## src/rtl/fp_issue_queue.sv

```systemverilog
// fp_issue_queue: collapsing FP issue queue with CDB wakeup and oldest-ready issue; define LEN5_FP_IQ_BYPASS_EN for same-cycle dispatch bypass
module fp_issue_queue #(
   parameter int DEPTH        = 4,
   parameter int EU_CTL_LEN   = 6,
   parameter int FCSR_FRM_LEN = 3,
   parameter int ROB_IDX_LEN  = 4,
   parameter int FLEN         = 64
) (
   input  logic                    clk_i,
   input  logic                    rst_i,
   input  logic                    flush_i,
   input  logic                    dispatch_valid_i,
   output logic                    dispatch_ready_o,
   input  logic [EU_CTL_LEN-1:0]   ctl_i,
   input  logic [FCSR_FRM_LEN-1:0] rm_i,
   input  logic [ROB_IDX_LEN-1:0]  rob_idx_i,
   input  logic                    rs1_ready_i,
   input  logic [ROB_IDX_LEN-1:0]  rs1_rob_idx_i,
   input  logic [FLEN-1:0]         rs1_value_i,
   input  logic                    rs2_ready_i,
   input  logic [ROB_IDX_LEN-1:0]  rs2_rob_idx_i,
   input  logic [FLEN-1:0]         rs2_value_i,
   input  logic                    rs3_ready_i,
   input  logic [ROB_IDX_LEN-1:0]  rs3_rob_idx_i,
   input  logic [FLEN-1:0]         rs3_value_i,
   input  logic                    cdb_valid_i,
   input  logic [ROB_IDX_LEN-1:0]  cdb_rob_idx_i,
   input  logic [FLEN-1:0]         cdb_value_i,
   output logic                    issue_valid_o,
   input  logic                    issue_ready_i,
   output logic [EU_CTL_LEN-1:0]   ctl_o,
   output logic [FCSR_FRM_LEN-1:0] rm_o,
   output logic [ROB_IDX_LEN-1:0]  rob_idx_o,
   output logic [FLEN-1:0]         rs1_value_o,
   output logic [FLEN-1:0]         rs2_value_o,
   output logic [FLEN-1:0]         rs3_value_o,
   output logic                    empty_o
);
   localparam int CW = $clog2(DEPTH + 1);
   localparam int IW = $clog2(DEPTH);
   logic [CW-1:0]           count_q, count_d, widx;
   logic [IW-1:0]           cand;
   logic [EU_CTL_LEN-1:0]   ctl_q [DEPTH];
   logic [EU_CTL_LEN-1:0]   ctl_d [DEPTH];
   logic [FCSR_FRM_LEN-1:0] rm_q [DEPTH];
   logic [FCSR_FRM_LEN-1:0] rm_d [DEPTH];
   logic [ROB_IDX_LEN-1:0]  rob_q [DEPTH];
   logic [ROB_IDX_LEN-1:0]  rob_d [DEPTH];
   logic [2:0]              rdy_q [DEPTH];
   logic [2:0]              rdy_d [DEPTH];
   logic [ROB_IDX_LEN-1:0]  tag_q [DEPTH][3];
   logic [ROB_IDX_LEN-1:0]  tag_d [DEPTH][3];
   logic [FLEN-1:0]         val_q [DEPTH][3];
   logic [FLEN-1:0]         val_d [DEPTH][3];
   logic [2:0]              in_rdy, in_rdy_s;
   logic [ROB_IDX_LEN-1:0]  in_tag [3];
   logic [FLEN-1:0]         in_val [3];
   logic [FLEN-1:0]         in_val_s [3];
   logic                    found, byp, issued, byp_fire, accept, write;

   // gather dispatched operands and let a concurrent CDB broadcast fill pending ones
   always_comb begin
      in_rdy = {rs3_ready_i, rs2_ready_i, rs1_ready_i};
      in_tag = '{rs1_rob_idx_i, rs2_rob_idx_i, rs3_rob_idx_i};
      in_val = '{rs1_value_i, rs2_value_i, rs3_value_i};
      for (int k = 0; k < 3; k++) begin
         in_rdy_s[k] = in_rdy[k] | (cdb_valid_i && in_tag[k] == cdb_rob_idx_i);
         in_val_s[k] = in_rdy[k] ? in_val[k] : cdb_value_i;
      end
   end

   // pick the oldest valid entry whose three operands are ready
   always_comb begin
      found = 1'b0;
      cand  = '0;
      for (int i = DEPTH - 1; i >= 0; i--)
         if (CW'(i) < count_q && &rdy_q[i]) begin
            found = 1'b1;
            cand  = IW'(i);
         end
   end

`ifdef LEN5_FP_IQ_BYPASS_EN
   assign byp = count_q == '0 && dispatch_valid_i && &in_rdy;
`else
   assign byp = 1'b0;
`endif

   assign issue_valid_o    = (found | byp) & ~flush_i;
   assign issued           = found & issue_ready_i & ~flush_i;
   assign byp_fire         = byp & issue_ready_i & ~flush_i;
   assign dispatch_ready_o = count_q < CW'(DEPTH);
   assign accept           = dispatch_valid_i & dispatch_ready_o & ~flush_i;
   assign write            = accept & ~byp_fire;
   assign widx             = count_q - CW'(issued);
   assign count_d          = flush_i ? '0 : widx + CW'(write);
   assign empty_o          = count_q == '0;
   assign ctl_o            = found ? ctl_q[cand] : byp ? ctl_i : '0;
   assign rm_o             = found ? rm_q[cand] : byp ? rm_i : '0;
   assign rob_idx_o        = found ? rob_q[cand] : byp ? rob_idx_i : '0;
   assign rs1_value_o      = found ? val_q[cand][0] : byp ? rs1_value_i : '0;
   assign rs2_value_o      = found ? val_q[cand][1] : byp ? rs2_value_i : '0;
   assign rs3_value_o      = found ? val_q[cand][2] : byp ? rs3_value_i : '0;

   // collapse above the issued slot, apply CDB wakeup at the shifted position, append dispatch
   always_comb begin
      logic [IW-1:0] src;
      logic          wake;
      src  = '0;
      wake = 1'b0;
      for (int i = 0; i < DEPTH; i++) begin
         src      = (issued && IW'(i) >= cand && i < DEPTH - 1) ? IW'(i + 1) : IW'(i);
         ctl_d[i] = ctl_q[src];
         rm_d[i]  = rm_q[src];
         rob_d[i] = rob_q[src];
         for (int k = 0; k < 3; k++) begin
            wake        = cdb_valid_i && !rdy_q[src][k] && tag_q[src][k] == cdb_rob_idx_i;
            rdy_d[i][k] = rdy_q[src][k] | wake;
            tag_d[i][k] = tag_q[src][k];
            val_d[i][k] = wake ? cdb_value_i : val_q[src][k];
         end
         if (write && CW'(i) == widx) begin
            ctl_d[i] = ctl_i;
            rm_d[i]  = rm_i;
            rob_d[i] = rob_idx_i;
            rdy_d[i] = in_rdy_s;
            tag_d[i] = in_tag;
            val_d[i] = in_val_s;
         end
      end
   end

   // occupancy counter; reset and flush both empty the queue
   always_ff @(posedge clk_i)
      if (rst_i) count_q <= '0;
      else count_q <= count_d;

   // entry payload needs no reset since validity comes from the counter
   always_ff @(posedge clk_i) begin
      ctl_q <= ctl_d;
      rm_q  <= rm_d;
      rob_q <= rob_d;
      rdy_q <= rdy_d;
      tag_q <= tag_d;
      val_q <= val_d;
   end
endmodule

```

## config.mk

```make
export PLATFORM = sky130hd
export DESIGN_NAME = fp_issue_queue
export DESIGN_NICKNAME = d
export VERILOG_FILES = /design/src/rtl/fp_issue_queue.sv
export SDC_FILE = /design/constraint.sdc
export NUM_CORES = 2
export LEC_CHECK = 0
export BUFFER_PORTS_ARGS = -buffer_cell sky130_fd_sc_hd__clkbuf_2
export CAP_MARGIN = 20
export CORE_ASPECT_RATIO = 1.1
export CORE_UTILIZATION = 60
export CTS_CLUSTER_SIZE = 25
export DETAILED_ROUTE_END_ITERATION = 16
export GPL_ROUTABILITY_DRIVEN = 0
export PLACE_DENSITY = 0.8
export SLEW_MARGIN = 10
export SYNTH_ARGS = -nofsm -noshare
export SYNTH_HDL_FRONTEND = slang
export SYNTH_SLANG_ARGS = --single-unit
```

## constraint.sdc

```tcl
create_clock -name clk_i -period 10.8 [get_ports clk_i]
set_clock_uncertainty 0.15 [all_clocks]
set_input_delay 1.62 -clock clk_i [delete_from_list [all_inputs] [get_ports clk_i]]
set_output_delay 1.62 -clock clk_i [all_outputs]
set_load 0.01 [all_outputs]
```

==> results.json <==
{
  "top_layer": "met5",
  "ios": 502,
  "cts-buffers-inserted": 94,
  "synth.avg_cell_area_um2": 12.2,
  "cp_slowest_stage_delay_ns": 0.92,
  "layout-drive-gt1-share_pct": 28.9,
  "pwr_density_cell_nw_per_um2": 148,
  "max_freq_ghz": 0.143,
  "grt_max_degree": 133,
  "path_clk_slew_ns": 0.06,
  "ctsHtreeMaxLevel": 3,
  "cts_buffer_depth": 3,
  "grt_setup_unrepaired": "false",
  "synth_most_common_cell": "edfxtp_1",
  "crit_buf_inv": 3,
  "min_path_type": "flop to flop",
  "hold_buffers": 0,
  "ys_top_cells_by_count": "edfxtp_1, mux2i_1, nand2_1, clkbuf_1, nor2_1",
  "std_cell_rows": 110,
  "cp_slowest_cell": "buf_4",
  "wl_met3_um": 22800,
  "io_buffers": 501,
  "ir_drop_v": 0.000128,
  "die_width_um": 278,
  "design_area_um2": 56300,
  "synth_edf_count": 832,
  "status": "complete, no violations",
  "drc_errors": 0,
  "finalCriticalPeriod_ns": 7.01,
  "synth-main-ff-cell": "edfxtp_1",
  "cts_root_buf": "clkbuf_16",
  "yosys_warnings": 0,
  "first_iter_violations": 6124,
  "period_share_pct": 64.9,
  "setup_viol": 0,
  "dr_wl_met2_um": 76800,
  "die_area_um2": 84900,
  "syn-num-nets": 4404,
  "path_class": "flop to output port",
  "viasPerCell": 7.20,
  "leakage_nw": 21.9,
  "required_ns": 9.03,
  "fill_cells": 5900,
  "first_pass_iters": 6,
  "critPathArrivalTime_ns": 5.24,
  "cts_setup_buffers": 0,
  "crit_fanout": 120,
  "slew_viol_final": 0,
  "vias": 39734,
  "slew_headroom_pct": 17.5,
  "dp_hpwl_um": 100000,
  "clk-insertion-delay-late_ns": 0.68,
  "die_h_um": 306,
  "grt_pass1_wl_um": 249000,
  "synth_cell_type_count": 73,
  "setup_tns_ns": 0,
  "dpl_cell_area_um2": 53200,
  "coreArea_um2": 82400,
  "worst_slew_pin_slew_ns": 1.24,
  "endpoint_kind": "output port",
  "wl_per_cell_um": 30.7,
  "netlist_area_um2": 50300,
  "ys_seq_elements": 883,
  "hold_violations": 0,
  "cts_sinks": 883,
  "synth_largest_area_cell": "edfxtp_1",
  "grt_use_total_pct": 39.3,
  "cts_resized": 0,
  "path_cells": "nand3_1 -> o22a_1 -> o21ai_4 -> buf_4 -> buf_12 -> mux4_2 -> nor2b_1 -> clkbuf_2",
  "antenna_found_initial": 25,
  "met1_length_um": 60600,
  "grt_overflow_total": 0,
  "synthCells": 4106,
  "area_growth_pct": 11.9,
  "grt_pass1_vias": 38880,
  "critical-path-top-delay-family": "buffers and inverters",
  "startpoint_type": "flop",
  "netlist_top_cells_area": "edfxtp_1, mux4_2, mux2i_1, a221o_1, mux2_2",
  "nNetsFinal": 4660,
  "start_util_pct": 61.0,
  "cts_tree": "built",
  "max_cap_viol_count": 0,
  "drtAntennaViolNets": 0,
  "synth_top_cell_area_share_pct": 49.7,
  "drt_wl_total_um": 170000,
  "yosysSeqAreaShare_pct": 51.7,
  "ys_async_sr_fraction_pct": 0
}
per-layer routing:
| metal | vias to the layer above | global-route usage, % |
|---|---|---|
| li1 | 16279 | - |
| met1 | 19484 | 51.4 |
| met2 | 3416 | 59.6 |
| met3 | 541 | 10.8 |
| met4 | 14 | 21.8 |
| met5 | - | 0 |
logic make-up after synthesis:
logic type                 after synthesis  share of synthesized area, %
AOI/OAI and AO/OA                      837                          12.5
buffers and inverters                  483                          3.94
adders and majority gates                4                        0.0996
and+or+nand+nor                       1115                          10.8
muxes                                  740                          20.2
DFF                                    883                          51.7
xor gates and xnor gates                44                         0.767
cell type report:
cell class,instances,area [µm²],share of cell area [%]
diodes,19,47.5,0.0845
clock buffers,120,2550,4.54
clock inverters,52,369,0.656
inverters,79,297,0.527
multi-input cells,2740,22600,40.2
flip-flops and latches,883,26000,46.2
well taps,1064,1330,2.37
repair buffers,564,3060,5.43
placed cells by master (no fill, tap or decap), drive strengths merged, types with 150 or more instances in the layout:
| cell | instances |
|---|---|
| clkbuf | 618 |
| nor2 | 258 |
| o21ai | 212 |
| nand2 | 360 |
| nor2b | 218 |
| edfxtp | 832 |
| mux4 | 205 |
| a221o | 192 |
| mux2i | 403 |
| a21oi | 150 |
power breakdown:
part	leakage (nW)	switching (mW)	internal [mW]	total, mW
Sequential	8.11	0.106	3.95	4.06
Combinational	12.3	0.657	0.401	1.06
Clock	1.43	1.42	1.76	3.19
Total	21.9	2.19	6.11	8.30
state kept, by name, indices dropped and copies added (netlist names):
register and flops:
tag_q 48, rob_q 16, rm_q 12, val_q 768, ctl_q 24, count_q 3
rdy_q 12
worst paths after layout:
kind	slack, ns	from	cells after the start	end
setup / recovery	3.79	rdy_q[8]	8	rs1_value_o[61]
hold / removal	0.35	tag_q[37]	2	tag_q[37]
setup reg to reg	3.87	count_q[2]	15	val_q[333]
hold reg to reg	0.35	tag_q[37]	2	tag_q[37]
per-stage QoR:
stage	hold WS, ns	setup WS [ns]	power (mW)	utilization (%)	cells
global route	0.364	3.51	8.48	68.2	5518
detailed placement	0.332	4.08	5.14	64.6	5328
floorplan	0.309	0.894	4.75	-	4106
finish	0.346	3.79	8.30	68.3	5521
global placement	0.327	4.32	5.11	64.6	5328
CTS	0.344	3.93	8.25	68.1	5500
worst min-delay path: stages (launching register included):
cell and delay [ns]:
dfxtp_1 0.32, nand2_1 0.05, a31oi_1 0.08
No activity file was read; power rests on OpenSTA's default activity.
